===== src/rtl/pio_in_edge.sv =====
// Avalon-MM input port: synchronised WIDTH-bit input with per-bit edge capture
// (write-1-to-clear), interrupt mask and a level irq to the CPU.
module pio_in_edge #(
  parameter int unsigned WIDTH       = 8,
  parameter int unsigned SYNC_STAGES = 2,
  parameter int unsigned EDGE_TYPE   = 0,
  parameter int unsigned IRQ_MODE    = 0
) (
  input  logic             clk,
  input  logic             reset_n,
  input  logic [1:0]       address,
  input  logic             chipselect,
  input  logic             write_n,
  input  logic [31:0]      writedata,
  input  logic [WIDTH-1:0] in_port,
  output logic [31:0]      readdata,
  output logic             irq
);

  logic [SYNC_STAGES-1:0][WIDTH-1:0] sync_pipe;
  logic [WIDTH-1:0] sync;
  logic [WIDTH-1:0] prev;
  logic [WIDTH-1:0] edge_hit;
  logic [WIDTH-1:0] irqmask;
  logic [WIDTH-1:0] edgecapture;
  logic [WIDTH-1:0] clear_bits;
  logic [31:0]      read_mux;
  logic             wr_en;
  logic             unused_wdata;

  assign unused_wdata = ^writedata;

  always_ff @(posedge clk or negedge reset_n) begin
    if (!reset_n) begin
      sync_pipe <= '0;
      prev      <= '0;
    end else begin
      sync_pipe <= {sync_pipe[SYNC_STAGES-2:0], in_port};
      prev      <= sync;
    end
  end

  assign sync = sync_pipe[SYNC_STAGES-1];

  always_comb begin
    edge_hit = '0;
    if (EDGE_TYPE == 0)      edge_hit = sync & ~prev;
    else if (EDGE_TYPE == 1) edge_hit = ~sync & prev;
    else                     edge_hit = sync ^ prev;
  end

  assign wr_en      = chipselect & ~write_n;
  assign clear_bits = (wr_en && address == 2'd3) ? writedata[WIDTH-1:0] : '0;

  // A fresh edge takes priority over a simultaneous write-1-to-clear.
  always_ff @(posedge clk or negedge reset_n) begin
    if (!reset_n) begin
      edgecapture <= '0;
      irqmask     <= '0;
    end else begin
      edgecapture <= edge_hit | (edgecapture & ~clear_bits);
      if (wr_en && address == 2'd1)
        irqmask <= writedata[WIDTH-1:0];
    end
  end

  always_comb begin
    read_mux = '0;
    case (address)
      2'd0:    read_mux[WIDTH-1:0] = sync;
      2'd1:    read_mux[WIDTH-1:0] = irqmask;
      2'd3:    read_mux[WIDTH-1:0] = edgecapture;
      default: read_mux = '0;
    endcase
  end

  always_ff @(posedge clk or negedge reset_n) begin
    if (!reset_n) readdata <= '0;
    else          readdata <= read_mux;
  end

  generate
    if (IRQ_MODE == 1) begin : g_irq_level
      assign irq = |(sync & irqmask);
    end else begin : g_irq_edge
      assign irq = |(edgecapture & irqmask);
    end
  endgenerate

endmodule


===== config.mk =====
export PLATFORM = sky130hd
export DESIGN_NAME = pio_in_edge
export DESIGN_NICKNAME = d
export VERILOG_FILES = /design/src/rtl/pio_in_edge.sv
export SDC_FILE = /design/constraint.sdc
export NUM_CORES = 1
export LEC_CHECK = 0
export BUFFER_PORTS_ARGS = -buffer_cell sky130_fd_sc_hd__buf_2
export CAP_MARGIN = 30
export CORE_MARGIN = 5
export CORE_UTILIZATION = 30
export DETAILED_ROUTE_END_ITERATION = 16
export SYNTH_ARGS = -nofsm -noshare
export SYNTH_HDL_FRONTEND = slang
export SYNTH_SLANG_ARGS = --single-unit

===== constraint.sdc =====
create_clock -name clk -period 1.2 [get_ports clk]
set_clock_uncertainty 0.15 [all_clocks]
set_input_delay 0.24 -clock clk [delete_from_list [all_inputs] [get_ports clk]]
set_output_delay 0.24 -clock clk [all_outputs]
set_load 0.02 [all_outputs]

==> results by group, run 1 <==
Power
  • VDD IR max: a little under 400 uV
  • Total power: approximately 3500 uW
  • PD cells: between 1000 and 1500 mW/mm^2
  • Register share of total power: approximately 53%
  • Combinational power share: ~19%
  • Cell-internal power: 2580 uW
  • Clock power frac: 28.0%
  • Sw frac: around a quarter
  • Leakage power: approximately 0.0013 uW
  • Switching power: around 900 uW

Floorplan
  • Die height: a little over 90 um
  • Core area: between 0.006 and 0.007 sq mm
  • Die ar.: 0.00838 sq mm
  • Row Count: 29
  • Initial core utilization: between 30 and 40%
  • Die X: about 92 um
  • Ports: 79

STA
  • Max-slew violations: 0
  • Period utilization: 132%
  • Setup ws final: -0.382 ns
  • Setup TNS: -0.408 ns
  • Fmax: 632 MHz
  • RSZ-0062 raised after global routing: yes
  • Final setup vio count: 4
  • Endpoints failing hold: 0
  • Fin crit period: 1.58 ns

Logic synthesis
  • Mapped Avg Cell Area: between 10 and 15 sq um
  • Yosys reg bits: 48
  • Area leader, netlist: dfrtp_1
  • Synth warn: 0
  • Post-synth cell types: 16
  • Synth top area cells: dfrtp_1 (60%), buf_4 (9.0%), mux2_4 (6.0%), o221ai_2 (6.0%), mux2i_1 (4.0%)
  • Synthesized cell area: between 0.0015 and 0.002 sq mm
  • Async SR Flop Fraction: 100%
  • Post-synth EDFFs: 0
  • Synth top cells by count: dfrtp_1 (48), buf_4 (24), inv_1 (16)
  • Synth Flop Type: dfrtp_1
  • Post-synth top area share: between 60% and 70%
  • Seq/Total Area, Yosys: about three fifths
  • Synth Instances: roughly 140
  • Top-count cell post-synth: dfrtp_1

Clocking
  • Clk pin slew, worst setup/hold paths: ~0.090 ns
  • Cts bufs inserted: 5
  • Clock Tree Buf Depth: 2
  • H-tree depth: 2
  • Clock latency on the worst-skew pair: just under 0.3 ns
  • Root buffer cell: clkbuf_8
  • Clock Sinks: 48
  • CTS tree: done

Worst hold path
  • Min-delay src: writedata[4]
  • Worst Hold End: irqmask[4]$_DFFE_PN0P_
  • Hold path cells: 2
  • HP Class: input port to flop

Critical path
  • Critical path buffers and inverters: 1
  • Critical path class: flop to primary output
  • Worst reg-to-reg path cell count: 2
  • Worst path max stage delay: 0.39 ns
  • RR Startpoint: irqmask[2]$_DFFE_PN0P_
  • CP startpoint kind: flop
  • Worst Path Required: 0.81 ns
  • R2r setup slk: about 0.14 ns
  • Max FO, Critical Path: 2
  • Reg2reg end: irqmask[2]$_DFFE_PN0P_
  • Delay-heaviest family, CP: flip-flops
  • Crit path DAT: 1.19 ns
  • CP max stage cell: dfrtp_1
  • CP Cell Sequence: a22oi_2 > nand4_1 > buf_4
  • Critical Path End Type: primary output

Cells and area
  • Design area: 0.00259 sq mm
  • Antenna Cells: 0
  • Nets: between 200 and 300
  • Final core utilization: between 40% and 50%
  • Area Overhead vs Synth: 29.7%
  • Number of fill cells: a little over 600
  • Layout cells sized above 1: about two fifths

Global route
  • Met1 usage: around 13%
  • Met2 Resource Use GR: roughly 14%
  • Met3 usage: under 10%
  • Global Route Usage Sum: approximately a tenth
  • Busiest grt layer: met2
  • Vias in the first global route: between 1000 and 1500
  • Remaining Overflow, GRT: 0
  • Largest net degree at the start of global routing: 26
  • First-pass GRT wire length: 6.38 mm
  • Initial antenna violation count: 0

Drt
  • DRT iter0 DRCs: 21
  • DRC violations left: 0
  • Vias/cell: ~4.2
  • Via Count: approximately 1200
  • DR pass1 iterations: 4
  • Routed len/inst: roughly 13 um
  • Total Wirelength: between 3 and 4 mm
  • Final ANT Viol Nets: 0

Outcome
  • Status: complete, but fails checks
  • Failing checks: setup timing

Placement
  • PortBufs: 30
  • Hpwl dp: between 2 and 3 mm
  • Post-DP Area: 0.00232 sq mm
  • Pre-CTS setup slack: -0.167 ns
  • GPL Wtd Cong: about 0.74

Flow run
  • Max_cap viols: 0
[worst reg2reg max path: cells and delay by family (launching register included)]
kind | cells | cell delay, ns
buf+inv | 1 | 0.14
flops | 1 | 0.40
mux | 1 | 0.26
[logic make-up (layout without fill, tap and decap cells)]
family,count (synthesis),in the layout,synth area share [%]
AO/OA/AOI/OAI,20,20,11.0
other,1,24,0.188
flip-flops,48,48,60.2
AND/OR/NAND/NOR,12,12,4.27
buffers and inverters,45,90,14.2
multiplexers,16,16,10.0
[power by group through the flow]
stage               combinational (uW)  clock [uW]  sequential [uW]
floorplan                          349           0             1890
global placement                   583           0             1850
detailed placement                 592           0             1850
CTS                                676        1020             1840
global route                       736        1080             1850
finish                             673         976             1840
[final cells by class]
type | instances | area (sq um) | share of cell area (%)
well taps | 77 | 96.3 | 3.73
inverters | 16 | 60.1 | 2.32
flip-flops and latches | 48 | 1200 | 46.4
repair buffers | 66 | 520 | 20.1
clock inverters | 2 | 10.0 | 0.387
clock buffers | 6 | 82.6 | 3.19
multi-input cells | 72 | 616 | 23.8
[flip-flops by register name (all words and copies together), names as in the netlist]
register     cells
edgecapture      8
irqmask          8
prev             8
readdata         8
sync             8
sync_pipe        8
[what timing repair did]
action,in CTS,in global routing
buffers inserted,1,0
pin swaps,2,0
hold buffers,9,0
setup endpoints to repair,9,9
endpoints found under the hold margin,56,0
resized for setup,20,1
[metal layers]
layer	share of wire, %	routed length (um)
met5	0	0
met4	1.2	44
met3	8.1	303
met2	44	1630
met1	47	1760
[cell usage in the layout (no fill, tap or decap), types with 2 or more instances in the layout]
cell type / count
dfrtp_1: 48
buf_4: 26
conb_1: 24
buf_2: 21
inv_1: 16
dlygate4sd3_1: 9
mux2i_1: 8
o2bb2ai_1: 8
nand2b_1: 8
o221ai_2: 8
mux2_4: 8
buf_6: 8
clkbuf_8: 6
a22oi_2: 4
clkinv_2: 2
buf_12: 2
[per-stage QoR]
stage	instances	hold slack, ns
after floorplan	165	-0.206
after global placement	269	-0.00433
after global routing	287	0.0267
final	287	0.0334
after detailed placement	269	-0.00135
after CTS	287	0.0246
[worst max-delay path by stage]
stage	endpoint	start	cells past startpoint
5_1_grt	irq	irqmask[4]$_DFFE_PN0P_	3
3_5_place_dp	irqmask[5]$_DFFE_PN0P_	write_n	4
2_1_floorplan	irqmask[0]$_DFFE_PN0P_	write_n	3
6_report	irq	edgecapture[7]$_DFF_PN0_	3
4_1_cts	irq	irqmask[4]$_DFFE_PN0P_	3
3_3_place_gp	irqmask[1]$_DFFE_PN0P_	write_n	4
Note: power is estimated with default switching activity, not from simulation.
==> inputs of run 2 (changes only) <==
- SETUP_SLACK_MARGIN: default -> 0.15
- clock period: 1.2 -> 1.8 ns (I/O delays scaled with it)
==> run 2 against run 1 <==
  * The flow now finishes without violations
  * Sequential share of layout area rose by 4.0 points
  * Global-route usage fell by 0.67 points
  * Non-clock buffer count fell by 17
  * Largest power group unchanged
  * Setup slack improved by 0.46 ns
  * Flip-flop and latch count did not move
  * Combinational power fell by 47%
  * Final area fell by 7.9%
  * Highest routed layer unchanged
==> results by group, run 2 (same netlist as run 1, synthesis figures left out) <==
Flow run
  • Max_cap viols: 0 (unchanged)

Cells and area
  • Final core utilization: 37.1% (-3.2 points)
  • Layout cells sized above 1: 36.8% (-3.7 points)
  • Number of fill cells: 638 (+2.7%)
  • Area Overhead vs Synth: 19.4%
  • Commonest non-fill, non-tap cell in the layout: dfrtp_1
  • Design area: 0.00238 sq mm (-7.9%)
  • Most frequent cells in the layout: dfrtp_1 (48), buf_2 (29), conb_1 (24)
  • Antenna Cells: 0 (unchanged)
  • Nets: 238 (-6.7%)
  • Non-filler instance count after layout: 270 (-5.9%)

Global route
  • Largest net degree at the start of global routing: 34 (+31%)
  • Initial antenna violation count: 0 (unchanged)
  • Vias in the first global route: 1177 (-10%)
  • Remaining Overflow, GRT: 0 (unchanged)
  • Global Route Usage Sum: 9.06% (-0.67 points)
  • First-pass GRT wire length: 5.92 mm (-7.1%)

Critical path
  • Reg2reg end: irqmask[4]$_DFFE_PN0P_
  • Critical Path End Type: primary output
  • R2r setup slk: 0.74 ns (+0.60 ns)
  • Max FO, Critical Path: 2 (unchanged)
  • CP max stage cell: dfrtp_1
  • Crit path DAT: 1.21 ns (+0.02 ns)
  • CP Cell Sequence: a22oi_2 > nand4_1 > buf_4
  • Worst path max stage delay: 0.40 ns (about the same)
  • Critical path class: flop to primary output
  • CP startpoint kind: flop
  • Worst Path Required: 1.29 ns (+0.48 ns)
  • Worst reg-to-reg path cell count: 2 (unchanged)
  • RR Startpoint: irqmask[4]$_DFFE_PN0P_

Clocking
  • Root buffer cell: clkbuf_8
  • Clock latency on the worst-skew pair: 0.29 ns (about the same)
  • Cts bufs inserted: 5 (unchanged)
  • CTS tree: done
  • Clock Sinks: 48 (unchanged)
  • Clock Tree Buf Depth: 2 (unchanged)
  • Clk pin slew, worst setup/hold paths: 0.08 ns (about the same)
  • H-tree depth: 2 (unchanged)

Drt
  • Final ANT Viol Nets: 0 (unchanged)
  • Total Wirelength: 3.56 mm (-4.7%)
  • Vias/cell: 4.10 (-1.7%)
  • DRT iter0 DRCs: 60 (+190%)
  • Routed len/inst: 13.2 um (+1.3%)
  • DR pass1 iterations: 4 (unchanged)
  • Via Count: 1106 (-7.5%)
  • DRC violations left: 0 (unchanged)

STA
  • Fmax: just under 600 MHz
  • Period utilization: between 90% and 100%
  • Max-slew violations: 0 (unchanged)
  • Endpoints failing hold: 0 (unchanged)
  • Final setup vio count: 0 (-4)
  • Fin crit period: between 1.5 and 2 ns
  • RSZ-0062 raised after global routing: yes
  • Setup TNS: 0 ns (+0.408 ns)

Floorplan
  • Ports: 79 (unchanged)
  • Die X: 91.5 um (unchanged)
  • Die height: 91.5 um (unchanged)
  • Core area: 0.00642 sq mm (unchanged)
  • Die ar.: 0.00838 sq mm (unchanged)
  • Initial core utilization: 31.1% (unchanged)
  • Row Count: 29 (unchanged)

Worst hold path
  • HP Class: input port to flop
  • Worst Hold End: sync_pipe[3]$_DFF_PN0_
  • Min-delay src: in_port[3]
  • Hold path cells: 1 (-1)

Power
  • VDD IR max: 326 uV (-17%)
  • Leakage power: 0.00119 uW (-8.0%)
  • PD cells: 940 mW/mm^2 (-30%)

Placement
  • Hpwl dp: 2.51 mm (-10%)
  • Post-DP Area: 0.00217 sq mm (-6.7%)
  • PortBufs: 30 (unchanged)
  • GPL Wtd Cong: 0.717 (-3.5%)
  • Placed insts: 250 (-7.1%)

Outcome
  • Status: completed
-- run 2: power breakdown --
part           total [uW]  leakage [uW]  switching, uW  internal, uW
Sequential           1230      0.000545           58.2          1170
Clock                 650     0.0000455            337           314
Combinational         360      0.000595            183           177
Total                2240       0.00119            578          1660
-- run 2: metal layers --
layer | up-vias | wire length [um] | GRT usage (%)
li1 | 532 | - | -
met1 | 524 | 1740 | 12.7
met2 | 43 | 1450 | 12.1
met3 | 7 | 320 | 3.55
met4 | 0 | 60 | 4.15
met5 | - | 0 | 0
-- run 2: worst max-delay path by stage --
stage,from,endpoint,slack (ns),cells past startpoint
2_1_floorplan,write_n,irqmask[0]$_DFFE_PN0P_,0.47,3
3_3_place_gp,address[0],irqmask[2]$_DFFE_PN0P_,0.25,4
3_5_place_dp,address[0],irqmask[4]$_DFFE_PN0P_,0.23,4
4_1_cts,edgecapture[4]$_DFF_PN0_,irq,0.07,3
5_1_grt,edgecapture[7]$_DFF_PN0_,irq,0.01,3
6_report,edgecapture[4]$_DFF_PN0_,irq,0.08,3
-- run 2: worst max-delay path, delay by kind of cell (launching register included) --
family          cells  cell delay, ns
compound gates      1            0.21
buf+inv             1            0.18
flops               1            0.40
simple gates        1            0.13
-- run 2: repair_timing --
action                                  CTS  global route
buffers inserted                          7             1
resized for setup                         4             1
pin swaps                                 3             1
hold endpoints to repair                 15             3
endpoints found under the setup margin    1             1
cloned                                    0             0
hold buffers                              1             3
-- run 2: final cells by class --
type                            count  area [sq um]  share of cell area [%]
Clock buffer                        8          90.1                    3.78
Tap cell                           77          96.3                    4.05
Multi-Input combinational cell     72           616                    25.9
Inverter                           16          60.1                    2.52
Timing Repair Buffer               49           318                    13.3
Sequential cell                    48          1200                    50.4
-- run 2: stage by stage --
stage	hold WS, ns	worst slack (ns)	total power [uW]
floorplan	-0.0856	0.466	1490
global placement	0.151	0.249	1560
detailed placement	0.157	0.231	1560
CTS	0.00398	0.0723	2260
global route	0.00225	0.0105	2360
finish	0.0134	0.0809	2240
